**src/rtl/serial_sync_pkg.sv**
```systemverilog
// Shared constants for the serial sync link: FSM state encoding and the
// 7-bit sync preamble that both the transmitter and receivers agree on.
package serial_sync_pkg;

    localparam int SYNC_W = 7;
    localparam logic [SYNC_W-1:0] SYNC_PATTERN = 7'b1101101;

    typedef enum logic [2:0] {
        IDLE = 3'd0,
        SYNC = 3'd1,
        DATA = 3'd2,
        PAR  = 3'd3,
        GAP  = 3'd4
    } tx_state_e;

    // Preamble bit idx (0 = first on the wire) of the sync pattern.
    function automatic logic sync_bit(input logic [2:0] idx);
        return SYNC_PATTERN[3'(SYNC_W - 1) - idx];
    endfunction

endpackage

```
**src/rtl/serial_sync_tx_shift_reg.sv**
```systemverilog
// Payload shift register: parallel load, MSB-first left shift, and (when
// SERIAL_SYNC_TX_PARITY_EN is defined) a running even-parity accumulator
// over the bits shifted out.
module tx_shift_reg #(
    parameter int DATA_W = 8
) (
    input  logic              clk,
    input  logic              rst,
    input  logic              load_i,
    input  logic              shift_i,
    input  logic [DATA_W-1:0] data_i,
    output logic              msb_o
`ifdef SERIAL_SYNC_TX_PARITY_EN
    , output logic            parity_o
`endif
);

    logic [DATA_W-1:0] sr_q, sr_d;

    // Load wins over shift; shifting feeds zeros in at the LSB.
    always_comb begin
        sr_d = sr_q;
        if (load_i) begin
            sr_d = data_i;
        end else if (shift_i) begin
            sr_d = sr_q << 1;
        end
    end

    // Shift register state, cleared by the asynchronous reset.
    always_ff @(posedge clk or posedge rst) begin
        if (rst) begin
            sr_q <= '0;
        end else begin
            sr_q <= sr_d;
        end
    end

    assign msb_o = sr_q[DATA_W-1];

`ifdef SERIAL_SYNC_TX_PARITY_EN
    logic par_q, par_d;

    // XOR of every bit shifted out since the last load; equals ^payload
    // once all DATA_W bits have gone.
    always_comb begin
        par_d = par_q;
        if (load_i) begin
            par_d = 1'b0;
        end else if (shift_i) begin
            par_d = par_q ^ sr_q[DATA_W-1];
        end
    end

    // Parity accumulator state.
    always_ff @(posedge clk or posedge rst) begin
        if (rst) begin
            par_q <= 1'b0;
        end else begin
            par_q <= par_d;
        end
    end

    assign parity_o = par_q;
`endif

endmodule

```
**src/rtl/serial_sync_tx.sv**
```systemverilog
// Serial frame transmitter: sync preamble 1101101, payload MSB-first, optional
// even parity bit (build with SERIAL_SYNC_TX_PARITY_EN), then GAP_CYCLES idle
// zeros. The state register names the next bit to drive, so the state reaches
// GAP/IDLE on the edge that puts the last frame bit on out; this is what lets
// GAP_CYCLES=0 run frames back to back.
// Handshake: a payload is accepted at a rising edge where valid_in && ready_out;
// ready_out depends only on the registered state, and the source must hold
// data_in/valid_in until accepted (nothing is buffered).
module serial_sync_tx
    import serial_sync_pkg::*;
#(
    parameter int DATA_W     = 8,
    parameter int GAP_CYCLES = 1
) (
    input  logic              Clk,
    input  logic              Clr,
    input  logic [DATA_W-1:0] data_in,
    input  logic              valid_in,
    output logic              ready_out,
    output logic              out,
    output logic              busy,
    output logic              frame_done,
    output tx_state_e         state_dbg
);

    localparam int CNT_W = 6;

    tx_state_e        state_q, state_d;
    logic [CNT_W-1:0] cnt_q, cnt_d;
    logic             out_q, out_d;
    logic             busy_q, busy_d;
    logic             done_q, done_d;
    logic             load, shift;
    logic             sr_msb;
`ifdef SERIAL_SYNC_TX_PARITY_EN
    logic             sr_par;
`endif

    tx_shift_reg #(.DATA_W(DATA_W)) u_shift_reg (
        .clk     (Clk),
        .rst     (Clr),
        .load_i  (load),
        .shift_i (shift),
        .data_i  (data_in),
        .msb_o   (sr_msb)
`ifdef SERIAL_SYNC_TX_PARITY_EN
        , .parity_o (sr_par)
`endif
    );

    // Next-state, next-bit and handshake decode.
    always_comb begin
        state_d = state_q;
        cnt_d   = cnt_q;
        out_d   = 1'b0;
        done_d  = 1'b0;
        load    = 1'b0;
        shift   = 1'b0;
        case (state_q)
            IDLE: begin
                if (valid_in) begin
                    load    = 1'b1;
                    out_d   = sync_bit(3'd0);
                    state_d = SYNC;
                    cnt_d   = CNT_W'(1);
                end
            end
            SYNC: begin
                out_d = sync_bit(cnt_q[2:0]);
                if (cnt_q == CNT_W'(SYNC_W - 1)) begin
                    state_d = DATA;
                    cnt_d   = '0;
                end else begin
                    cnt_d = cnt_q + 1'b1;
                end
            end
            DATA: begin
                out_d = sr_msb;
                shift = 1'b1;
                if (cnt_q == CNT_W'(DATA_W - 1)) begin
`ifdef SERIAL_SYNC_TX_PARITY_EN
                    state_d = PAR;
`else
                    done_d  = 1'b1;
                    state_d = (GAP_CYCLES == 0) ? IDLE : GAP;
`endif
                    cnt_d = '0;
                end else begin
                    cnt_d = cnt_q + 1'b1;
                end
            end
`ifdef SERIAL_SYNC_TX_PARITY_EN
            PAR: begin
                out_d   = sr_par;
                done_d  = 1'b1;
                state_d = (GAP_CYCLES == 0) ? IDLE : GAP;
                cnt_d   = '0;
            end
`endif
            GAP: begin
                if (cnt_q == CNT_W'(GAP_CYCLES - 1)) begin
                    state_d = IDLE;
                    cnt_d   = '0;
                end else begin
                    cnt_d = cnt_q + 1'b1;
                end
            end
            default: begin
                state_d = IDLE;
                cnt_d   = '0;
            end
        endcase
        busy_d = (state_d != IDLE);
    end

    // FSM, counter and registered outputs; reset abandons any partial frame.
    always_ff @(posedge Clk or posedge Clr) begin
        if (Clr) begin
            state_q <= IDLE;
            cnt_q   <= '0;
            out_q   <= 1'b0;
            busy_q  <= 1'b0;
            done_q  <= 1'b0;
        end else begin
            state_q <= state_d;
            cnt_q   <= cnt_d;
            out_q   <= out_d;
            busy_q  <= busy_d;
            done_q  <= done_d;
        end
    end

    assign ready_out  = (state_q == IDLE);
    assign out        = out_q;
    assign busy       = busy_q;
    assign frame_done = done_q;
    assign state_dbg  = state_q;

endmodule

```
**config.mk**
```make
export PLATFORM = sky130hd
export DESIGN_NAME = serial_sync_tx
export DESIGN_NICKNAME = d
export VERILOG_FILES = /design/src/rtl/serial_sync_pkg.sv /design/src/rtl/serial_sync_tx_shift_reg.sv /design/src/rtl/serial_sync_tx.sv
export SDC_FILE = /design/constraint.sdc
export NUM_CORES = 1
export LEC_CHECK = 0
export CORE_ASPECT_RATIO = 0.9
export CORE_MARGIN = 4
export CORE_UTILIZATION = 30
export CTS_CLUSTER_SIZE = 12
export DETAILED_ROUTE_END_ITERATION = 7
export GPL_ROUTABILITY_DRIVEN = 0
export SLEW_MARGIN = 20
export SYNTH_ARGS = -nofsm -noshare
export SYNTH_HDL_FRONTEND = slang
export SYNTH_SLANG_ARGS = --single-unit
```
**constraint.sdc**
```tcl
create_clock -name Clk -period 3.1 [get_ports Clk]
set_input_delay 0.62 -clock Clk [delete_from_list [all_inputs] [get_ports Clk]]
set_output_delay 0.62 -clock Clk [all_outputs]
set_load 0.03 [all_outputs]
```
-- Word level (Yosys, flattened, before mapping)
Memory sizes are Yosys's and may differ from the RTL's.
Cells that the tools add are included.
- register bits after elaboration: 20
- bits of input ports: 11
- logic and storage cells: 39
- memories kept: 1
- ROM bits: 8
- muxes and demuxes: 19
- add/subtract/negate cells: 2
- $lt $le $gt $ge: 1
- eq/ne operators: 6
- reduce and logical (&&, ||, !) cells: 4
- memory list (name ; depth ; width ; read ports ; clocked after memory_dff ; write ports ; RTL line ; RTL):
    (no name shown) ; 8 ; 1 ; 1 ; 0 ; 0 ; serial_sync_pkg.sv:18 ; return SYNC_PATTERN[3'(SYNC_W - 1) - idx];
- operators by type and width (operator ; number):
    6-bit 2-to-1 mux ; 4
    6-bit one-hot mux with 4 select lines ; 1
    8-bit 2-to-1 mux ; 2
    6-bit by 3-bit equality test with 1-bit output, second input constant ; 2
    3-bit 2-to-1 mux ; 4
    3-bit one-hot mux with 4 select lines ; 1
    6-bit by 1-bit adder with 6-bit output, second input constant ; 1
    6-bit logical NOT ; 1
    1-bit 2-to-1 mux ; 6
    3-bit by 4-bit < comparator with 1-bit output, second input constant ; 1
    3-bit by 1-bit equality test with 1-bit output, second input constant ; 1
    3-bit by 2-bit equality test with 1-bit output, second input constant ; 1
    3-bit equality test, second input constant ; 1
    3-bit logical NOT ; 1
    1-bit one-hot mux with 3 select lines ; 1
    3-bit nonzero test ; 1
    3-bit subtractor, first input constant ; 1
    2-bit != test, second input constant ; 1
    2-bit nonzero test ; 1

-- Logic depth before layout (Yosys ltp)
Gate-level depths: netlist of run 1.
- word-level depth: 4
- depth in mapped cells: 7

-- By module
A second synthesis of run 1 with hierarchy kept.
- cells, all modules: 116
- area, all modules: 1117.3 sq um
- modules (own cells, without submodules) (module ; area an instance (sq um) ; seq. area each (sq um) ; times used ; cells an instance):
    serial_sync_tx ; 744.5 ; 300.3 ; 1 ; 81
    tx_shift_reg ; 372.9 ; 200.2 ; 1 ; 35

-- Least setup slack after synthesis of run 1
No wires, ideal clock.
- path kind: register to register
- from: register state_q[0] (netlist: state_dbg[0])
- to: register u_shift_reg.sr_q[0]
- setup time: 122 ps
- stages on the path, launching flop included: 7
- slack: 938 ps
- data arrival time: 2040 ps
- cell sequence: dfrtp_1 buf_2 nor3_1 and2_1 buf_2 buf_4 o21ai_1
- cells in the longest elaborated chain, start to end: 3
- elaborated cells on any way between the ends: 6
- those cells by class: eq/ne (1); mux (3); reduce/logical (2)
- RTL lines (element ; RTL line ; RTL):
    start, declared ; serial_sync_tx.sv:28 ; tx_state_e state_q, state_d;
    start signal, assigned ; serial_sync_tx.sv:125 ; state_q <= state_d;
    3-bit logical NOT * ; -- ;
    via ready_out ; serial_sync_tx.sv:19 ; output logic ready_out,
    1-bit 2-to-1 mux * ; serial_sync_tx.sv:59 ; case (state_q)
    8-bit 2-to-1 mux / 2-bit nonzero test (equally long branches) ; -- ;
    end signal, assigned ; serial_sync_tx_shift_reg.sv:35 ; sr_q <= sr_d;
    end, declared ; serial_sync_tx_shift_reg.sv:18 ; logic [DATA_W-1:0] sr_q, sr_d;
The timed path passes the listed nets; every way through them passes the cells marked *.
A chain may end at the register's enable or synchronous reset.

-- Worst setup path after layout of run 1
- from: register state_q[1] (netlist: state_dbg[1])
- to: output port ready_out
- cells in the longest elaborated chain, start to end: 1
- RTL lines (element ; RTL line ; RTL):
    3-bit logical NOT ; serial_sync_tx.sv:133 ; assign ready_out = (state_q == IDLE);
    end, declared ; serial_sync_tx.sv:19 ;
Every way passes these cells.

==> impl_results.md, run 1 <==
* Outcome: finished, final reports clean
* Cell taking the most area after synthesis: dfrtp_1
* Main synth FF type: dfrtp_1
* H-tree depth at 1
* Slew headroom at 50.8%
* Most frequent cell after synthesis: dfrtp_1
* Drt drc at 0
* Syn_nets at 124
* Yosys reg bits at 20
* GR Util All Layers at 9.35%
* CTS buffer count at 3
* Placed instance area at 1260 um^2
* CTS root buf: clkbuf_8
* Max-cap violations at 0
* VDD IR max at 0.000344 V
* Netlist area before placement at 1080 um^2
* Port-buffer cells at 17
* Initial antenna violation count at 0
* Placed Instances at 165
* Clock skew at 2.99 ps
* Hold Path Class: flip-flop to flip-flop
* Row cnt at 20
* Top Ports at 18
* Vias at 853
* Crit path DAT at 1820 ps
* Peak Freq at 411 MHz
* Die footprint at 4620 um^2
* WL/cell at 12.0 um
* Clock slew at reported path FFs at 70 ps
* P per Cell Area at 843 nW/um^2
* Leak at 0.592 nW
* Post-synth top cells: 20 x dfrtp_1, 17 x nand2_1, 12 x o21ai_1, 6 x mux2i_1, 5 x inv_1
* Final worst path period need at 2440 ps
* Post-CTS setup buffers at 0
* Hpwl dp at 1.57 mm
* Hold Fails Final Rpt at 0
* Layout cell share with drive strength beyond 1 at 8.00%
* CORE AREA at 3430 um^2
* Clock Tree Buf Depth at 2
* # diodes at 0
* Final core utilization at 38.5%
* Initial core utilization at 31.5%
* Chip width at 71.2 um
* Hold_buf cts at 0
* Final Cell Area at 1320 um^2
* Synth area leaders: dfrtp_1 46%, nand2_1 5.9%, mux2i_1 5.6%
* GRT overflow at 0
* Crit Path Class: flip-flop to output pin
* FFs w/ async S/R, synth at 100%
* DRT Wirelength at 2.04 mm
* Post-synthesis sequential area ratio at 46.3%
* CTS tree: yes
* Yosys top cell area share at 46.3%
* Largest net degree at the start of global routing at 21
* Critical Path RT at 2480 ps
* Clk_lat worst skew at 260 ps
* Final clock period utilization by the worst path at 78.6%
* 1st-iter DRT viols at 48
* Crit path capture type: output pin
* Worst-Margin Slew at 738 ps
* Gate Count Post-Synth at 110
* Netlist cell types at 37
* RSZ-0062 raised after global routing: false
* Critical path startpoint category: flip-flop
* Die Height at 64.9 um
* Vias in the first global route at 802
* Layout Cells excl Fill at 169
* WHS at 526 ps
* Final #Nets at 140
* Worst Path Max Fanout at 11
* Post-cts sizing count at 0
* Final setup fails at 0
* First-pass GRT wire length at 3.51 mm
* Slew Limit Fails at 0
* Syn. warnings at 0
* Post-synth EDFFs at 0
* Clk sinks at 20
* Layout Area Growth over Synthesis at 22.1%
* Avg Cell Area, Syn at 9.82 um^2
* DRT Pass-1 Iters at 4
* Setup TNS Final at 0 ps
* Post-DRT Antenna Nets at 0
* Via density at 5.05
-- report_power, final --
| part | leakage, nW | switching, mW | total (mW) | internal, mW |
|---|---|---|---|---|
| logic | 0.315 | 0.234 | 0.449 | 0.215 |
| registers | 0.247 | 0.106 | 0.469 | 0.362 |
| clock network | 0.0288 | 0.0809 | 0.194 | 0.113 |
-- worst paths after layout --
kind	start	endpoint	slack, ps	cells past startpoint
worst max register to register	state_dbg[1]	cnt_q[3]	1160	4
worst max-delay path	state_dbg[1]	ready_out	660	2
worst min-delay path	u_shift_reg.sr_q[6]	u_shift_reg.sr_q[7]	530	2
worst min register to register	u_shift_reg.sr_q[6]	u_shift_reg.sr_q[7]	530	2
max in group asynchronous	Clr	u_shift_reg.sr_q[5]	1850	2
min in group asynchronous	Clr	cnt_q[2]	790	2
-- state kept, by name (all words and copies together), names as in the netlist --
| name | count |
|---|---|
| busy | 1 |
| u_shift_reg.sr_q | 8 |
| out | 1 |
| state_dbg | 3 |
| frame_done | 1 |
| cnt_q | 6 |
-- routing by layer --
metal / up-vias / wire (um) / GRT usage [%]
li1: 420 / - / -
met1: 408 / 887 / 11.7
met2: 25 / 1020 / 15.7
met3: 0 / 132 / 2.95
met4: 0 / 0 / 2.11
met5: - / 0 / 0
-- metrics by stage --
stage | worst slack (ps) | power [mW]
2_1_floorplan | 938 | 0.815
3_3_place_gp | 909 | 0.913
3_5_place_dp | 805 | 0.928
4_1_cts | 643 | 1.13
5_1_grt | 549 | 1.20
6_report | 665 | 1.11
-- cells in the final DEF (no fill, tap or decap), types with 3 or more instances in the layout --
| master | synthesis | layout |
|---|---|---|
| nand2_1 | 17 | 17 |
| mux2i_1 | 6 | 6 |
| nand3_1 | 3 | 3 |
| nor2_1 | 3 | 3 |
| clkbuf_8 | 0 | 4 |
| clkdlybuf4s50_1 | 0 | 17 |
| dfrtp_1 | 20 | 20 |
| o21ai_1 | 12 | 12 |
| nor3_1 | 4 | 4 |
| inv_1 | 5 | 5 |
| ha_1 | 3 | 3 |
-- final cells by class --
type                    count  area, um^2
well taps                  44        55.1
inverters                   5        18.8
multi-input cells          79         519
clock buffers               4        55.1
fillers                   333        2110
flip-flops and latches     20         500
repair buffers             17         170
-- cells by family (layout without fill, tap and decap cells) --
kind of cell | count (synthesis) | in the layout | share of synthesized area [%]
xor gates and xnor gates | 2 | 2 | 1.62
DFF | 20 | 20 | 46.3
AOI/OAI and AO/OA | 28 | 28 | 16.8
buffers and inverters | 11 | 26 | 5.56
adders and majority gates | 3 | 3 | 3.48
muxes | 6 | 6 | 5.56
and+or+nand+nor | 40 | 40 | 20.6
-- critical path, stage by stage, from the launching register on --
cell	delay [ps]
dfrtp_1	500
nor3_1	320
clkdlybuf4s50_1	730
No activity file was read; power rests on OpenSTA's default activity.
==> run 2: changes to the inputs <==
==> constraint.sdc (replaced) <==
create_clock -name Clk -period 2.3 [get_ports Clk]
set_input_delay 0.46 -clock Clk [delete_from_list [all_inputs] [get_ports Clk]]
set_output_delay 0.46 -clock Clk [all_outputs]
set_load 0.03 [all_outputs]
==> run 2 against run 1 <==
Against the previous run: worst setup slack lost 330 ps; core utilization grew 1.2 points; die area is the same; power grew 37%; sequential power grew 29%; combinational power grew 44%; clock skew grew 5.5 ps; routed wire length grew 2.0%; register-to-register slack lost 600 ps; critical path depth shrank 1; sequential cell count is the same; highest routed layer unchanged.
==> impl_results.md, run 2 (synthesis results as in run 1) <==
* Outcome: finished, final reports clean
* DRT Wirelength at 2.08 mm (+2.0%)
* Drt drc at 0 (unchanged)
* Final clock period utilization by the worst path at 85.6%
* Setup TNS Final at 0 ps (unchanged)
* CTS root buf: clkbuf_8
* WHS at 514 ps (-11.6 ps)
* Peak Freq at 508 MHz
* Slew Limit Fails at 0 (unchanged)
* Reg2Reg Launch Point: cnt_q[0]
* Layout Area Growth over Synthesis at 25.8%
* CTS tree: yes
* WL/cell at 11.9 um (-0.92%)
* Initial antenna violation count at 0 (unchanged)
* 1st-iter DRT viols at 47 (-2.1%)
* Layout Cells excl Fill at 174 (+3.0%)
* P per Cell Area at 1120 nW/um^2 (+33%)
* CTS buffer count at 3 (unchanged)
* Row cnt at 20 (unchanged)
* Slew headroom at 64.6% (+14 points)
* CP Buf/Inv Count at 1 (unchanged)
* Final #Nets at 145 (+3.6%)
* Fill cells at 339 (+1.8%)
* Initial core utilization at 31.5% (unchanged)
* Port-buffer cells at 17 (unchanged)
* Commonest non-fill, non-tap cell in the layout: dfrtp_1
* Crit Path Class: flip-flop to output pin
* First-pass GRT wire length at 3.73 mm (+6.1%)
* CP cell instances: clkdlybuf4s50_1
* Placed Instances at 170 (+3.0%)
* Critical Path RT at 1840 ps (-640 ps)
* Placed instance area at 1300 um^2 (+3.0%)
* Clock Tree Buf Depth at 2 (unchanged)
* Worst Path Max Fanout at 9 (-2)
* Most flops, register: u_shift_reg.sr_q
* Slowest cell on the critical path: clkdlybuf4s50_1
* RSZ-0062 raised after global routing: false
* Layout cell share with drive strength beyond 1 at 11.5% (+3.5 points)
* Final core utilization at 39.6% (+1.2 points)
* GRT overflow at 0 (unchanged)
* CORE AREA at 3430 um^2 (unchanged)
* Clk_lat worst skew at 260 ps (about the same)
* VDD IR max at 0.000597 V (+74%)
* Largest net degree at the start of global routing at 21 (unchanged)
* Leak at 0.632 nW (+6.8%)
* Crit path capture type: output pin
* R2r setup slk at 560 ps (-600 ps)
* Worst-Margin Slew at 531 ps (-206 ps)
* Final worst path period need at 1970 ps
* Clock skew at 8.49 ps (+5.51 ps)
* Final worst setup slack at 331 ps (-333 ps)
* # diodes at 0 (unchanged)
* Die Height at 64.9 um (unchanged)
* Clock slew at reported path FFs at 80 ps (about the same)
* Clk sinks at 20 (unchanged)
* Die footprint at 4620 um^2 (unchanged)
* Crit path DAT at 1510 ps (-310 ps)
* Max reg flops at 8 (unchanged)
* Final setup fails at 0 (unchanged)
* Hpwl dp at 1.55 mm (-0.73%)
* Max-cap violations at 0 (unchanged)
* Final Power at 1.52 mW (+37%)
* H-tree depth at 1 (unchanged)
* GR Util All Layers at 10.0% (+0.68 points)
* Hold Fails Final Rpt at 0 (unchanged)
* Post-CTS setup buffers at 0 (unchanged)
* Commonest non-fill, non-tap cells in the layout: 20 x dfrtp_1, 17 x nand2_1, 16 x clkdlybuf4s50_1
* Delay of the slowest critical-path stage at 730 ps (about the same)
* Hold Path Class: primary input to asynchronous set/reset pin
* Chip width at 71.2 um (unchanged)
* Vias in the first global route at 799 (-0.37%)
* Via density at 4.72 (-6.4%)
* Top Ports at 18 (unchanged)
* Final Cell Area at 1360 um^2 (+3.0%)
* Reg2Reg Depth at 6 (+2)
* Post-Place Worst Slack at 360 ps (-445 ps)
* DRT Pass-1 Iters at 4 (unchanged)
* Post-DRT Antenna Nets at 0 (unchanged)
* Reg2reg end: busy
* Critical path startpoint category: flip-flop
* Worst path depth at 1 (-1)
* Vias at 822 (-3.6%)
* Cell family with most CP delay: buffers and inverters
## run 2: changes by cell type in the layout (fill, tap and decap cells not counted)
cell / change
clkdlybuf4s50_1: -1
buf_4: +5
dlymetal6s2s_1: +1
## run 2: worst max-delay path by stage
stage,from,end
6_report,state_dbg[2],state_dbg[2]
3_3_place_gp,state_dbg[2],ready_out
4_1_cts,state_dbg[2],ready_out
5_1_grt,state_dbg[2],state_dbg[2]
2_1_floorplan,state_dbg[0],u_shift_reg.sr_q[0]
3_5_place_dp,state_dbg[2],ready_out
## run 2: what timing repair did
action                     CTS  global route
hold buffers                 0             0
gates resized for setup      0             1
setup endpoints to repair    0             1
## run 2: final cells by class
class	count	area, um^2	share of cell area, %
Multi-Input combinational cell	79	519	38.2
Timing Repair Buffer	22	210	15.5
Inverter	5	18.8	1.38
Clock buffer	4	55.1	4.05
Tap cell	44	55.1	4.05
Sequential cell	20	500	36.8
## run 2: worst register-to-register path, cell delays in order (launching register included)
cell       delay, ps
dfrtp_1          440
inv_1             90
ha_1             200
and2_4           130
and2_4           150
a2111oi_1        490
or3_1            180
## run 2: metal layers
| metal | track usage (%) | part of all wire [%] |
|---|---|---|
| met1 | 13.2 | 52 |
| met2 | 16.3 | 43 |
| met3 | 3.88 | 5.2 |
| met4 | 0.704 | 0 |
| met5 | 0 | 0 |
## run 2: power breakdown
part           internal, mW  switching [mW]
Combinational         0.307           0.339
Clock                 0.152           0.116
Sequential            0.488           0.115
==> run 3: changes to the inputs <==
--- a/config.mk
+++ b/config.mk
@@ -11,6 +11,7 @@
 export CTS_CLUSTER_SIZE = 12
 export DETAILED_ROUTE_END_ITERATION = 7
 export GPL_ROUTABILITY_DRIVEN = 0
+export SETUP_SLACK_MARGIN = 0.02
 export SLEW_MARGIN = 20
 export SYNTH_ARGS = -nofsm -noshare
 export SYNTH_HDL_FRONTEND = slang
==> results of run 3 <==
No change in the layout: final DEF, timing and power equal those of run 2.
